===== src/rtl/pulse_monitor_pkg.sv =====
// Shared types for the pulse_monitor receiver: FSM state encoding and the
// width of the completed-measurement counter.
package pulse_monitor_pkg;

   typedef enum logic [1:0] {
      IDLE,
      WAIT_EDGE,
      IN_PULSE,
      REPORT
   } pm_state_e;

   localparam int unsigned PULSE_COUNT_W = 8;

endpackage


===== src/rtl/pulse_edge_sync.sv =====
// Multi-stage synchronizer for an asynchronous pulse line, with a
// previous-sample register giving leading/trailing edge strobes.
module pulse_edge_sync
   import pulse_monitor_pkg::*;
#(
   parameter int unsigned SYNC_STAGES = 2,
   parameter logic        IDLE_LEVEL  = 1'b0
) (
   input  logic clk_i,
   input  logic rst_i,
   input  logic pulse_i,
   output logic level_o,
   output logic lead_o,
   output logic trail_o
);

   logic [SYNC_STAGES-1:0] sync_q;
   logic [SYNC_STAGES-1:0] sync_d;
   logic                   prev_q;

   always_comb begin
      sync_d = {sync_q[SYNC_STAGES-2:0], pulse_i};
   end

   always_ff @(posedge clk_i) begin
      if (rst_i) begin
         sync_q <= {SYNC_STAGES{IDLE_LEVEL}};
         prev_q <= IDLE_LEVEL;
      end else begin
         sync_q <= sync_d;
         prev_q <= sync_q[SYNC_STAGES-1];
      end
   end

   assign level_o = sync_q[SYNC_STAGES-1];
   assign lead_o  = (level_o != IDLE_LEVEL) && (prev_q == IDLE_LEVEL);
   assign trail_o = (level_o == IDLE_LEVEL) && (prev_q != IDLE_LEVEL);

endmodule


===== src/rtl/pulse_monitor.sv =====
// Arm-triggered pulse delay/width monitor with valid/ready result handshake.
// Optional glitch rejection below MIN_WIDTH: PULSE_MONITOR_GLITCH_FILTER_EN.
module pulse_monitor
   import pulse_monitor_pkg::*;
#(
   parameter logic        IDLE_LEVEL         = 1'b0,
   parameter int unsigned SYNC_STAGES        = 2,
   parameter int unsigned DELAY_COUNTER_SIZE = 16,
   parameter int unsigned WIDTH_COUNTER_SIZE = 10,
   parameter int unsigned MIN_WIDTH          = 1
) (
   input  logic                          clk_in,
   input  logic                          rst_in,
   input  logic                          arm,
   input  logic                          pulse_in,
   output logic                          busy,
   output logic                          result_valid,
   input  logic                          result_ready,
   output logic [DELAY_COUNTER_SIZE-1:0] delay_cycles,
   output logic [WIDTH_COUNTER_SIZE-1:0] width_cycles,
   output logic                          width_overflow,
   output logic                          timeout,
   output logic [PULSE_COUNT_W-1:0]      pulse_count
);

`ifdef PULSE_MONITOR_GLITCH_FILTER_EN
   localparam bit FILTER_EN = 1'b1;
`else
   localparam bit FILTER_EN = 1'b0;
`endif

   localparam logic [DELAY_COUNTER_SIZE-1:0] DELAY_MAX = '1;
   localparam logic [WIDTH_COUNTER_SIZE-1:0] WIDTH_MAX = '1;
   localparam logic [WIDTH_COUNTER_SIZE-1:0] MIN_W     = WIDTH_COUNTER_SIZE'(MIN_WIDTH);
   localparam int unsigned SUM_W =
      ((DELAY_COUNTER_SIZE > WIDTH_COUNTER_SIZE) ? DELAY_COUNTER_SIZE : WIDTH_COUNTER_SIZE) + 1;

   pm_state_e                     state_q;
   logic                          busy_q;
   logic                          valid_q;
   logic [DELAY_COUNTER_SIZE-1:0] delay_q;
   logic [WIDTH_COUNTER_SIZE-1:0] width_q;
   logic                          ovf_q;
   logic                          timeout_q;
   logic [PULSE_COUNT_W-1:0]      count_q;

   logic                          s_level;
   logic                          lead_edge;
   logic                          trail_edge;

   logic [DELAY_COUNTER_SIZE-1:0] delay_step_d;
   logic [SUM_W-1:0]              resume_sum;
   logic [DELAY_COUNTER_SIZE-1:0] delay_resume_d;
   logic                          glitch_reject;

   pulse_edge_sync #(
      .SYNC_STAGES (SYNC_STAGES),
      .IDLE_LEVEL  (IDLE_LEVEL)
   ) u_sync (
      .clk_i   (clk_in),
      .rst_i   (rst_in),
      .pulse_i (pulse_in),
      .level_o (s_level),
      .lead_o  (lead_edge),
      .trail_o (trail_edge)
   );

   // A discarded glitch folds its cycles (edge cycle .. trailing cycle) back
   // into the delay so the count stays referenced to arm acceptance.
   always_comb begin
      delay_step_d   = (delay_q == DELAY_MAX) ? DELAY_MAX : delay_q + 1'b1;
      resume_sum     = SUM_W'(delay_q) + SUM_W'(width_q) + SUM_W'(1);
      delay_resume_d = (resume_sum >= SUM_W'(DELAY_MAX)) ? DELAY_MAX
                                                         : resume_sum[DELAY_COUNTER_SIZE-1:0];
      glitch_reject  = FILTER_EN && (width_q < MIN_W);
   end

   always_ff @(posedge clk_in) begin
      if (rst_in) begin
         state_q   <= IDLE;
         busy_q    <= 1'b0;
         valid_q   <= 1'b0;
         delay_q   <= '0;
         width_q   <= '0;
         ovf_q     <= 1'b0;
         timeout_q <= 1'b0;
         count_q   <= '0;
      end else begin
         case (state_q)
            IDLE: begin
               if (arm) begin
                  state_q   <= WAIT_EDGE;
                  busy_q    <= 1'b1;
                  delay_q   <= '0;
                  width_q   <= '0;
                  ovf_q     <= 1'b0;
                  timeout_q <= 1'b0;
               end
            end
            WAIT_EDGE: begin
               if (lead_edge) begin
                  state_q <= IN_PULSE;
                  width_q <= WIDTH_COUNTER_SIZE'(1);
               end else begin
                  delay_q <= delay_step_d;
                  if (delay_step_d == DELAY_MAX) begin
                     state_q   <= REPORT;
                     valid_q   <= 1'b1;
                     timeout_q <= 1'b1;
                     width_q   <= '0;
                  end
               end
            end
            IN_PULSE: begin
               if (trail_edge) begin
                  if (glitch_reject) begin
                     state_q <= WAIT_EDGE;
                     delay_q <= delay_resume_d;
                     width_q <= '0;
                  end else begin
                     state_q <= REPORT;
                     valid_q <= 1'b1;
                  end
               end else if (width_q == WIDTH_MAX) begin
                  ovf_q <= 1'b1;
               end else begin
                  width_q <= width_q + 1'b1;
               end
            end
            REPORT: begin
               if (result_ready) begin
                  state_q <= IDLE;
                  valid_q <= 1'b0;
                  busy_q  <= 1'b0;
                  if (!timeout_q) begin
                     count_q <= count_q + 1'b1;
                  end
               end
            end
            default: begin
               state_q <= IDLE;
            end
         endcase
      end
   end

   assign busy           = busy_q;
   assign result_valid   = valid_q;
   assign delay_cycles   = delay_q;
   assign width_cycles   = width_q;
   assign width_overflow = ovf_q;
   assign timeout        = timeout_q;
   assign pulse_count    = count_q;

endmodule


===== config.mk =====
export PLATFORM = sky130hd
export DESIGN_NAME = pulse_monitor
export DESIGN_NICKNAME = d
export VERILOG_FILES = /design/src/rtl/pulse_monitor_pkg.sv /design/src/rtl/pulse_edge_sync.sv /design/src/rtl/pulse_monitor.sv
export SDC_FILE = /design/constraint.sdc
export NUM_CORES = 1
export LEC_CHECK = 0
export CAP_MARGIN = 20
export CORE_ASPECT_RATIO = 0.9
export CORE_MARGIN = 8
export CORE_UTILIZATION = 35
export DETAILED_ROUTE_END_ITERATION = 10
export SYNTH_ARGS = -nofsm -noshare
export SYNTH_HDL_FRONTEND = slang
export SYNTH_SLANG_ARGS = --single-unit

===== constraint.sdc =====
create_clock -name clk_in -period 2.9 [get_ports clk_in]
set_input_delay 0.58 -clock clk_in [delete_from_list [all_inputs] [get_ports clk_in]]
set_output_delay 0.58 -clock clk_in [all_outputs]
set_load 0.01 [all_outputs]

# == After elaboration in Yosys (flattened, before gate mapping) ==
# Cells that the tools add are included.
# word_totals
reg_bits,43
input_bits,5
elab_cells,75
# op_classes
addsub,3
eq_ne,15
muxes,28
n_bitwise,3
n_reduce_logical,16
# ops
operator,count
10-bit 2-to-1 mux,5
16-bit 2-to-1 mux,3
16-bit == test (second input constant),2
16-bit case mux with 2 select lines,1
10-bit case mux with 3 select lines,1
16-bit by 1-bit adder with 16-bit output (second input constant),1
2-bit != test (second input constant),8
4-bit AND reduction,3
10-bit by 1-bit adder with 10-bit output (second input constant),1
10-bit == test (second input constant),1
2-bit 2-to-1 mux,5
5-bit AND reduction,2
3-bit AND reduction,3
8-bit by 1-bit adder with 8-bit output (second input constant),1
1-bit 2-to-1 mux,8
2-bit case mux with 4 select lines,1
1-bit case mux with 2 select lines,3
2-bit nonzero test,3
3-bit nonzero test,2
2-bit == test (second input constant),2
3-bit != test (second input constant),1
1-bit inverter,3
1-bit case mux with 3 select lines,1
2-bit by 1-bit == test with 1-bit output (second input constant),1
2 further kinds,3

# == Depth between registers and ports, before layout ==
# Gate-level depths: netlist (run 1).
# depth
depth_word,6
depth_mapped,10
depth_no_buf,8

# == Cells and area by module ==
# A second synthesis (run 1) with hierarchy kept.
# unflattened
hier_cells,305
area_unflattened_um2,2484.9
# by_module_without_submodules
module,instances,cells_per_inst,area_per_inst_um2,seq_area_each_um2
pulse_monitor,1,297,2393.5,800.8
pulse_edge_sync,1,8,91.3,60.1

# == Worst setup path before layout (run 1) ==
# No wires, ideal clock.
# synth_timing
path_type,register to register
from,register delay_q[0] (netlist: delay_cycles[0])
to,register width_q[7] (netlist: width_cycles[7])
setup_time_ps,117
arrival_time_ps,2437
t_required_ps,2783
slack_ps,345
stages_incl_launch_ff,11
n_path_buf,2
period_less_slack_ps,2555
cell_sequence,dfxtp_1 ha_1 nand3_2 or2_1 buf_6 or3_4 a21oi_4 a21o_4 buf_8 nand3_1 a32o_1
# synth_between
elab_chain_len,5
# synth_lines
element,line,text
from (decl),pulse_monitor.sv:41,logic [DELAY_COUNTER_SIZE-1:0] delay_q;
from (signal assigned),pulse_monitor.sv:105,delay_q <= delay_step_d;
from (signal assigned),pulse_monitor.sv:118,delay_q <= delay_resume_d;
16-bit by 1-bit adder with 16-bit output or 16-bit == test (tied branches),pulse_monitor.sv:71,delay_step_d = (delay_q == DELAY_MAX) ? DELAY_MAX : delay_q + 1'b1;
16-bit 2-to-1 mux (*),pulse_monitor.sv:71,
16-bit == test (*),pulse_monitor.sv:106,if (delay_step_d == DELAY_MAX) begin
3-bit != test (no line) (*),-,
5-bit AND reduction (no line) (*),-,
to (signal assigned),pulse_monitor.sv:127,width_q <= width_q + 1'b1;
to (decl),pulse_monitor.sv:42,logic [WIDTH_COUNTER_SIZE-1:0] width_q;
# Every way passes the cells marked *; elsewhere a longest branch is shown, timed or not.
# A chain may end at the register's enable or synchronous reset.

# == Worst setup path after layout (run 1) ==
# layout_timing
from,register delay_q[0] (netlist: delay_cycles[0])
to,register width_q[3] (netlist: width_cycles[3])
# The elaborated chain is that of the path after synthesis.

==> impl_results.md, run 1 <==
* GRT overflow at 0
* Post-synth EDFFs at 0
* Adder-Cell Fraction of Synth Area at 3.64%
* RR Startpoint: delay_cycles[0]
* Critical Path RT at 3.09 ns
* Fill cell count at 655
* Worst-path fanout max at 13
* Fin Setup TNS at 0 ns
* Final nets at 357
* Slew Viols, Final at 0
* Synthesized net count at 315
* Setup CP Type: reg -> reg
* Min cycle time layout at 2.67 ns
* Final core utilization at 45.8%
* Die H at 94.7 µm
* MaxCap Viol Count at 0
* Part of the power in combinational logic at 36.7%
* Ant. Diodes at 0
* Cell taking the most area after synthesis: dfxtp_1
* Synth Area in XOR/XNOR at 3.64%
* Layout cells sized above 1 at 7.51%
* Ys flop type: dfxtp_1
* Initial core utilization at 36.4%
* GPL Wtd Cong at 0.841
* Syn Std Cell Area at 2410 µm²
* Synth warn at 0
* R2R Setup Slk at 0.23 ns
* Max frequency at 0.374 GHz
* Post-synthesis compound-gate area fraction at 23.7%
* Max clock buf depth at 2
* Clock network power share at 24.7%
* Initial antenna violation count at 0
* CTS H-tree lvls at 2
* Row count at 28
* CP Capture Type: register
* Clk pin slew, worst setup/hold paths at 0.08 ns
* Setup bufs post-CTS at 0
* Number of DRC markers in iteration 0 at 103
* Multi-input gate area at 1460 µm²
* Static Leakage at 1.01 nW
* Largest family of logic cells by synthesized area: simple AND/OR/NAND/NOR gates
* Vias in the first global route at 2,285
* Psw at 617 µW
* Largest net degree at the start of global routing at 20
* Synthesis-stage register bit count at 43
* Root Driver: clkbuf_8
* Synth Area per Inst at 7.95 µm²
* Switching share of power at 36.4%
* Flop pwr share at 38.7%
* Dpl hpwl at 4800 µm
* Cts repair resizes at 0
* Tcrit/Tclk final at 92.1%
* Distinct cells, synth at 53
* Worst clock skew at 0.00812 ns
* Dominant cells by area after synthesis: dfxtp_1 (36%), o21ai_0 (5.8%), a21oi_1 (5.4%)
* Maximum vdd ir drop at 0.375 mV
* Final Hold Vio Count at 0
* Outcome: completed
* Drt via density at 5.60
* Post-synthesis sequential area ratio at 35.7%
* Ys async rst share at 0%
* Multiplexer share of the synthesized area at 0.468%
* GR Util All Layers at 13.8%
* Clock tree from TritonCTS: done
* RR Endpoint: width_cycles[3]
* PortBufs at 42
* Min-delay src: u_sync.sync_q[0]
* Top Ports at 43
* Worst-skew pair later-pin latency at 0.30 ns
* WL/cell at 14.9 µm
* Worst-Margin Slew at 0.927 ns
* Antenna Nets Post-Route at 0
* Total die area at 9800 µm²
* PwrDens at 559 nW/µm²
* Drt pass-1 iters at 4
* Post-CTS Hold Buffers at 0
* Layout area overhead at 25.8%
* Worst setup SP type: register
* Internal Power at 1.08 mW
* Num Clock Sinks at 43
* First-pass GRT wire length at 11,000 µm
* Total number of vias at 2,442
* Die Wd at 103 µm
* Total core area at 6620 µm²
* Synth Area in Simple Gates at 29.0%
* Endpoints failing setup at 0
* Total CTS buffers at 5
* Post-Synthesis Cells at 303
* Area share of the largest cell type after synthesis at 35.7%
* Worst hold-check path type: reg -> reg
* Worst Reg-to-Reg Cells at 8
* Worst hold stages at 1
* Residual DRC at 0
* Total routed wirelength at 6510 µm
* Slew HR at 37.9%
* Register area at 861 µm²
* Hold EP: u_sync.sync_q[1]
* Critical Path AT at 2.86 ns
* RSZ-0062 raised after global routing: no
==> power groups by stage <==
stage | Sequential [mW] | Clock, mW | Combinational (mW)
2_1_floorplan | 0.670 | 0 | 0.439
3_3_place_gp | 0.668 | 0 | 0.617
3_5_place_dp | 0.668 | 0 | 0.618
4_1_cts | 0.655 | 0.438 | 0.620
5_1_grt | 0.661 | 0.458 | 0.697
6_report | 0.655 | 0.418 | 0.622
==> cell usage in the layout, fill, tap and decap left out, drive strengths merged, types with 3 or more instances in the layout <==
master         Yosys  layout
a21o               3       3
a21oi             28      28
a32o               7       7
and3               5       5
buf                5       6
clkbuf             8       8
clkdlybuf4s50      0      42
dfxtp             43      43
ha                 7       7
inv                5       5
nand2             24      24
nand3             19      19
nand4             11      11
nor2              32      32
nor2b              7       7
nor3              20      20
nor3b              4       4
o211ai             7       7
o21ai             28      28
or2                3       3
or3                4       4
xnor2              4       4
xor2               6       6
==> kinds of logic (layout without fill, tap and decap cells) <==
group,after synthesis,count (layout)
simple gates,136,136
compound gates,87,87
flops,43,43
buf+inv,19,62
xor+xnor,10,10
fa+ha+maj,7,7
mux,1,1
==> critical path: stages, from the launching register on <==
cell and delay, ns:
dfxtp_1 0.48, ha_1 0.27, nand3_2 0.16, or2_1 0.37, nor3_1 0.40, a41o_1 0.26, a21o_4 0.24, o211ai_1 0.11
a32o_1 0.27
==> metrics by stage <==
step | total power [mW] | std cells | hold slack, ns | setup WS, ns | area (µm²)
floorplan | 1.11 | 303 | 0.414 | 0.345 | 2410
finish | 1.70 | 436 | 0.440 | 0.228 | 3030
CTS | 1.71 | 436 | 0.445 | 0.239 | 3030
global route | 1.82 | 436 | 0.457 | 0.0571 | 3030
global placement | 1.28 | 428 | 0.419 | 0.321 | 2930
detailed placement | 1.29 | 428 | 0.425 | 0.254 | 2930
==> final cells by class <==
cell class                 instances  area share [%]
tap                               90            3.72
clock buffer                       8            3.30
multi-input combinational        241            48.1
timing repair buffer              48            15.8
inverter                           6           0.743
sequential                        43            28.4
==> Yosys cell counts (5+ instances only) <==
cell type  instances
nand3_1           18
inv_1              5
nor3_1            18
nand4_1           11
a32o_1             7
o21ai_0           28
xor2_1             6
ha_1               7
nor2_1            32
o211ai_1           7
a21oi_1           26
nor2b_1            7
and3_1             5
clkbuf_1           8
dfxtp_1           43
nand2_1           24
==> flip-flops by register name, indices dropped and copies added (netlist names) <==
| register | flops |
|---|---|
| width_cycles | 10 |
| u_sync.sync_q | 2 |
| result_valid | 1 |
| width_overflow | 1 |
| pulse_count | 8 |
| busy | 1 |
| u_sync.prev_q | 1 |
| timeout | 1 |
| delay_cycles | 16 |
| state_q | 2 |
==> worst max path at each step <==
stage	start	to	slack [ns]
floorplan	delay_cycles[0]	width_cycles[7]	0.35
global placement	delay_cycles[0]	result_valid	0.32
detailed placement	delay_cycles[0]	width_cycles[3]	0.25
CTS	delay_cycles[0]	width_cycles[3]	0.24
global route	delay_cycles[0]	width_cycles[2]	0.06
finish	delay_cycles[0]	width_cycles[3]	0.23
==> layer usage <==
| layer | GRT usage [%] | routed length, µm | up-vias | share of wire [%] |
|---|---|---|---|---|
| li1 | - | - | 1205 | - |
| met1 | 17.9 | 3120 | 1170 | 48 |
| met2 | 21.6 | 2950 | 58 | 45 |
| met3 | 3.24 | 364 | 9 | 5.6 |
| met4 | 5.17 | 82 | 0 | 1.3 |
| met5 | 0 | 0 | - | 0 |
(Power assumes the default switching activity.)
==> run 2, diff against run 1 <==
Settings changed: CORE_UTILIZATION 35 to 52, PLACE_DENSITY from default to 0.79.
==> run 2 against run 1 <==
Critical path depth stayed put. Clock skew is 0.0020 ns higher. Cell count is 6.7% lower. Combinational power hardly changed. Die area is 28% lower. Via count is 1.5% lower. Clock power is 6.5% lower. Routed wire length is 4.5% lower. Count of clock-buffer cells in the layout is 2 lower. Sequential power hardly changed. Cell area is 1.8% lower. Register-to-register slack worse by 0.03 ns. Critical path type unchanged. Largest cell class unchanged. Largest power group unchanged.
==> impl_results.md, run 2 (synthesized netlist as in run 1, its figures left out) <==
* Cts repair resizes at 0
* Final nets at 357
* Die H at 80.6 µm
* Setup bufs post-CTS at 0
* Static Leakage at 1.00 nW
* Row count at 23
* Design Area, Final at 2980 µm²
* GRT overflow at 0
* First-pass GRT wire length at 10,300 µm
* Initial antenna violation count at 0
* Number of DRC markers in iteration 0 at 104
* Min cycle time layout at 2.70 ns
* Clock network power share at 23.4%
* RSZ-0062 raised after global routing: no
* Drt via density at 5.91
* Antenna Nets Post-Route at 0
* Cells after DPL at 400
* Vias in the first global route at 2,212
* Flop pwr share at 39.3%
* Tcrit/Tclk final at 93.1%
* PortBufs at 42
* Drt pass-1 iters at 4
* Largest net degree at the start of global routing at 26
* Worst-Margin Slew at 0.982 ns
* Setup CP Type: reg -> reg
* Final Hold Vio Count at 0
* Max reg flops at 16
* Initial core utilization at 54.0%
* Layout area overhead at 23.5%
* Top Ports at 43
* MaxCap Viol Count at 0
* Endpoints failing setup at 0
* Worst-skew pair later-pin latency at 0.30 ns
* Total CTS buffers at 5
* Worst-path fanout max at 9
* Max clock buf depth at 2
* Worst clock skew at 0.0101 ns
* Residual DRC at 0
* Worst setup margin at 0.201 ns
* Post-CTS Hold Buffers at 0
* Outcome: completed
* Num Clock Sinks at 43
* Maximum vdd ir drop at 0.456 mV
* Total core area at 4460 µm²
* Psw at 624 µW
* Ant. Diodes at 0
* Most frequent cells in the layout: dfxtp_1 (43), clkdlybuf4s50_1 (42), nor2_1 (32), o21ai_0 (28), a21oi_1 (26)
* Internal Power at 1.05 mW
* Total die area at 7070 µm²
* Clk pin slew, worst setup/hold paths at 0.08 ns
* Fill cell count at 384
* Slew Viols, Final at 0
* Layout Cells excl Fill at 407
* Die Wd at 87.7 µm
* Slew HR at 34.2%
* Max frequency at 0.370 GHz
* Critical Path AT at 2.89 ns
* Worst Reg-to-Reg Cells at 8
* GR Util All Layers at 18.0%
* CP Capture Type: register
* Worst setup SP type: register
* GPL Wtd Cong at 0.916
* Worst hold stages at 1
* Setup slack at placement at 0.237 ns
* WL/cell at 15.3 µm
* Switching share of power at 37.3%
* PwrDens at 561 nW/µm²
* Fin Setup TNS at 0 ns
* Layout cells sized above 1 at 7.83%
* Post-DP Area at 2880 µm²
* Root Driver: clkbuf_8
* Dpl hpwl at 4450 µm
* Total routed wirelength at 6220 µm
* Clock tree from TritonCTS: done
* Most common cell after layout, fill and taps aside: dfxtp_1
* Total number of vias at 2,406
* Part of the power in combinational logic at 37.3%
* Critical Path RT at 3.09 ns
* CTS H-tree lvls at 2
* Worst hold-check path type: reg -> reg
[run 2: per-stage QoR]
stage | utilization, % | hold slack (ns) | total power, mW
after global routing | 66.7 | 0.476 | 1.77
after CTS | 66.6 | 0.452 | 1.67
after global placement | 64.6 | 0.419 | 1.27
final | 66.7 | 0.443 | 1.67
after floorplan | - | 0.414 | 1.11
after detailed placement | 64.6 | 0.433 | 1.28
[run 2: power by group through the flow]
stage,registers [mW],clock network [mW],logic [mW]
floorplan,0.670,0,0.439
global placement,0.667,0,0.601
detailed placement,0.668,0,0.614
CTS,0.654,0.402,0.618
global route,0.659,0.428,0.682
finish,0.656,0.391,0.623
[run 2: worst paths after layout]
check | slack (ns) | endpoint | start
hold / removal | 0.44 | u_sync.sync_q[1] | u_sync.sync_q[0]
setup reg to reg | 0.20 | result_valid | delay_cycles[0]
setup / recovery | 0.20 | result_valid | delay_cycles[0]
hold reg to reg | 0.44 | u_sync.sync_q[1] | u_sync.sync_q[0]
[run 2: final cells by class]
type / instances / area (µm²) / area share [%]
repair buffers: 48 / 465 / 15.6
clock buffers: 6 / 82.6 / 2.78
multi-input cells: 241 / 1460 / 49.1
inverters: 6 / 22.5 / 0.757
flip-flops and latches: 43 / 861 / 28.9
well taps: 62 / 77.6 / 2.61
clock inverters: 1 / 5.00 / 0.168
[run 2: per-layer routing]
layer | GRT usage (%) | share of wire (%) | vias up
li1 | - | - | 1203
met1 | 22.9 | 45 | 1118
met2 | 28.5 | 47 | 78
met3 | 4.08 | 7.2 | 7
met4 | 7.55 | 0.85 | 0
met5 | 0 | 0 | -
[run 2: critical path, cell delays in order (launching register included)]
cell	delay, ns
dfxtp_1	0.49
ha_1	0.27
nand3_2	0.15
or2_1	0.38
or3_4	0.47
a21oi_4	0.21
a31oi_1	0.11
nor3_1	0.15
mux2_2	0.35
==> edit 1 (flow settings as in run 1) <==
Change the package constant `PULSE_COUNT_W` from 8 to 12.
--- a/src/rtl/pulse_monitor_pkg.sv
+++ b/src/rtl/pulse_monitor_pkg.sv
@@ -9,7 +9,7 @@
       REPORT
    } pm_state_e;
 
-   localparam int unsigned PULSE_COUNT_W = 8;
+   localparam int unsigned PULSE_COUNT_W = 12;
 
 endpackage
 
Ports: changed (resized pulse_count); port bits go from 43 to 47. The function was not compared with the original's and may differ.
==> edit 1 against run 1 <==
  * Setup slack got worse by 75 ps
  * Count of clock-buffer cells in the layout fell by 2
  * Design area rose by 13%
  * Total power rose by 0.37%
  * Critical endpoint is now width_cycles[5]
  * Highest routed layer unchanged
  * Via count rose by 11%
  * Routed wire length rose by 15%
  * Sequential cell count rose by 4
  * Sequential power rose by 7.2%
  * Area after synthesis rose by 12%
==> edit 1: results (changes against run 1) <==
* Result of the run: finished, final reports clean
- Minimum setup slack among reg-to-reg paths: 150 ps (-80 ps)
- The share of synthesized area occupied by flip-flops and latches came to 0.350 (-0.00780).
- Multi-input combinational cell count: 272 (+13%)
- The area occupied by multi-input gates is 1650 um^2 (+13%).
- The wire length of the first global-routing pass is 12600 um (+15%).
- The count of mapped cells out of synthesis came to 342 (+13%).
- The pin count of the biggest net entering global routing was 27 (+35%).
* Number of cells traversed by the worst register-to-register path: 7 (-1)
- The placed cell count was 484 (+13%).
- The maximum single-stage delay on the critical path came to 590 ps (+110 ps).
* Number of library cell types mapped by synthesis: 51 (-3.8%)
- The highest net fanout along the worst path is 10 (-3).
- The xor-xnor portion of the synthesized cell area is 0.0293 (-0.00707).
- Clock-pin slew on the worst setup and hold paths: 100 ps (+20 ps)
- Number of clock buffers in the layout: 6 (-2)
* Met1 usage in global routing: 0.187 (+0.00752)
- The final-layout clock-cell area share is 0.0289 (-0.00417).
- The largest voltage drop on the vdd net was 0.247 mV (-34%).
* Minimum setup slack after placement: 203 ps (-51.1 ps)
- Top cells by instance count after synthesis: dfxtp_1 (47), nand2_1 (34), a21oi_1 (33), nor2_1 (30), o21ai_0 (30)
- Multiplexer area fraction after synthesis: 0.0112 (+0.00648)
* Combinational Power: 569 uW (-8.5%)
- CP arrival: 3000 ps (+140 ps)
- Setup clock skew after layout: 14.3 ps (+6.22 ps)
- The placed wire-length estimate was 5440 um (+14%).
* Count of placed standard cells in the final layout, fillers left out: 492 (+13%)
* Slew at the pin with the worst max-slew slack: 585 ps (-342 ps)
- Synthesized netlist net count: 354 (+12%)
- The port buffer count came to 46 (+9.5%).
- By area the synthesized netlist is led by dfxtp_1 (35%), a21oi_1 (6.1%), o21ai_0 (5.6%).
* Number of non-clock inverters: 8 (+2)
* Average wire per standard cell: 15.2 um (+1.6%)
* Last weighted congestion value of the routability-driven placer: 0.903 (+7.4%)
- The all-layer global routing usage is 0.139 (+0.00156).
* Non-CTS buffers: 61 (+27%)
- Signal buf overhead: 0.171 (+0.0133)
* Share of the clock period used by the worst path: 0.947 (+0.0259)
* Via count: 2717 (+11%)
- Number of nets in the layout: 407 (+14%)
* Footprint of the flip-flops and latches: 941 um^2 (+9.3%)
* Number of fill cells in the layout: 771 (+18%)
==> edit 1: cell count changes in the layout (fill, tap and decap cells not counted), sizes merged, moves of 4 or more <==
cell,change
dfxtp,+4
and3,+7
clkdlybuf4s50,+4
o21ai,+6
a21oi,+6
nand3,+4
buf,+9
nand2,+10
o211ai,-4
==> edit 1: worst min path at each step <==
stage	from	endpoint	slack [ps]	cells past startpoint
2_1_floorplan	u_sync.sync_q[0]	u_sync.sync_q[1]	410	1
3_3_place_gp	u_sync.sync_q[0]	u_sync.sync_q[1]	420	1
3_5_place_dp	u_sync.sync_q[0]	u_sync.sync_q[1]	430	1
4_1_cts	u_sync.sync_q[0]	u_sync.sync_q[1]	450	1
5_1_grt	u_sync.sync_q[0]	u_sync.sync_q[1]	470	1
6_report	u_sync.sync_q[0]	u_sync.sync_q[1]	440	1
==> edit 1: through the flow <==
step	util	cell area, um^2
after CTS	0.456	3420
after global placement	0.443	3330
after detailed placement	0.443	3330
after global routing	0.456	3420
after floorplan	-	2690
final	0.456	3420
==> edit 2 (flow settings as in run 1) <==
Made on the original files. Make the reset (`rst_i` and `rst_in`) asynchronous in 2 clocked blocks.
--- a/src/rtl/pulse_edge_sync.sv
+++ b/src/rtl/pulse_edge_sync.sv
@@ -22,7 +22,7 @@
       sync_d = {sync_q[SYNC_STAGES-2:0], pulse_i};
    end
 
-   always_ff @(posedge clk_i) begin
+   always_ff @(posedge clk_i or posedge rst_i) begin
       if (rst_i) begin
          sync_q <= {SYNC_STAGES{IDLE_LEVEL}};
          prev_q <= IDLE_LEVEL;
--- a/src/rtl/pulse_monitor.sv
+++ b/src/rtl/pulse_monitor.sv
@@ -75,7 +75,7 @@
       glitch_reject  = FILTER_EN && (width_q < MIN_W);
    end
 
-   always_ff @(posedge clk_in) begin
+   always_ff @(posedge clk_in or posedge rst_in) begin
       if (rst_in) begin
          state_q   <= IDLE;
          busy_q    <= 1'b0;
Behaviour: differs if rst_in is asserted again (counterexample within 4 cycles, from zero or initial values and one cycle with rst_in high); with rst_in held inactive, the same outputs for 10 cycles.
==> edit 2 against run 1 <==
  * Sequential share of layout area grew 5.6 points
  * Area after synthesis grew 4.3%
  * Sequential cell count is the same
  * Clock skew shrank 3.0 ps
  * Core utilization shrank 0.60 points
  * Setup slack gained 130 ps
  * Routed wire length shrank 4.8%
  * Cell count shrank 7.1%
  * Total power grew 36%
  * Design area grew 4.4%
  * Critical path type unchanged
  * Largest cell class unchanged
==> edit 2: results (changes against run 1) <==
* Synthesized netlist net count: 279 (-11%)
- Leakage power total: 0.00131 uW (+29%)
* Clock-pin slew on the worst setup and hold paths: 80 ps (about the same)
- The routability congestion estimate from global placement is 0.848 (+0.80%).
- Setup clock skew after layout: 5.16 ps (-2.97 ps)
- The share of flip-flops with an asynchronous set or reset was 1.00 (+1.00).
- Max_slew headroom: 0.561 (+0.182)
- After synthesis, the most frequently instantiated cells are dfrtp_1 (43), o21ai_0 (27), nand2_1 (24), nand3_1 (19), a22o_1 (14).
- The share of synthesized area occupied by flip-flops and latches is 0.429 (+0.0711).
- Global-route wire length before repair: 10600 um (-3.1%)
* DRC violation total after the first TritonRoute iteration: 85 (-17%)
* Fraction of the mapped netlist area in adder cells: 0.0399 (+0.00350)
* Met1 usage in global routing: 0.171 (-0.00835)
* Max rail drop VDD: 0.290 mV (-22%)
- Area after detailed placement: 3050 um^2 (+3.9%)
- The share of synthesized area spent on multiplexers is 0.0219 (+0.0172).
- The xor-xnor portion of the synthesized cell area is 0.0384 (+0.00200).
- Aggregate global-route resource usage: 0.128 (-0.00980)
- The hold path depth is 0 (-1).
- Layout cell share with drive strength beyond 1: 0.0929 (+0.0178)
* Number of nets in the layout: 324 (-9.2%)
* CP arrival: 2720 ps (-140 ps)
* Synth top area cells: dfrtp_1 (43%), o21ai_0 (5.4%), a22o_1 (4.9%)
* Minimum setup slack after placement: 366 ps (+111 ps)
- Number of library cell types mapped by synthesis: 51 (-3.8%)
- Result of the run: finished, final reports clean
* Met2 track utilization from global routing: 0.194 (-0.0219)
- The final routed wirelength across all metal layers is 6200 um (-4.8%).
* Worst-path fanout max: 8 (-5)
* Pin count of the biggest net entering global routing: 36 (+80%)
- Post-detailed-placement half-perimeter wirelength: 4570 um (-4.8%)
- Number of cells traversed by the worst register-to-register path: 7 (-1)
- The share of the synthesized area in compound gates (AO/OA/AOI/OAI) was 0.218 (-0.0186).
- The total of fill cells in the finished design is 677 (+3.4%).
* Number of buffers added by the clock tree synthesis step: 5 (unchanged)
- GR Layer Usage met3: 0.0388 (+0.00647)
- The per-cell via count in the routed design is 5.33 (-4.8%).
## edit 2: cell types whose count changed after synthesis, moves of 5 or more
cell	change
a21oi_1	-18
a22o_1	+14
a32o_1	-7
dfrtp_1	+43
dfxtp_1	-43
inv_1	+6
nand4_1	-7
nor2_1	-21
nor2b_1	-5
nor3_1	-14
## edit 2: report_power, final
part           switching [uW]  total [uW]  internal [uW]
Clock                     205         484            279
Sequential                100         787            686
Combinational             575        1030            452
Total                     881        2300           1420
## edit 2: metrics by stage
step | utilization | instances
floorplan | - | 266
CTS | 0.452 | 405
detailed placement | 0.435 | 397
global route | 0.452 | 405
finish | 0.452 | 405
global placement | 0.435 | 397
## edit 2: layout make-up
class,count,area share
tap,93,0.0368
sequential,43,0.340
inverter,11,0.0131
clock inverter,2,0.0111
timing repair buffer,49,0.150
multi-input combinational,201,0.423
clock buffer,6,0.0261
## edit 2: per-layer routing
| metal | part of all wire | vias to the layer above |
|---|---|---|
| met4 | 0.011 | 0 |
| li1 | - | 1067 |
| met1 | 0.50 | 1038 |
| met5 | 0 | - |
| met3 | 0.063 | 5 |
| met2 | 0.43 | 50 |
## edit 2: worst paths after layout
kind,startpoint,endpoint,slack [ps]
min reg2reg,u_sync.sync_q[0],u_sync.sync_q[1],370
max reg2reg,delay_cycles[0],width_cycles[1],360
max in group asynchronous,rst_in,state_q[0],1680
max,delay_cycles[0],width_cycles[1],360
min in group asynchronous,rst_in,pulse_count[7],490
min,u_sync.sync_q[0],u_sync.sync_q[1],370
## edit 2: worst max-delay path: stages, from the launching register on
cell and delay, ps:
dfrtp_1 460, ha_1 300, nand3_2 140, nor3_1 300, xnor2_1 150, o41ai_4 440, o21a_2 310, mux2_1 340
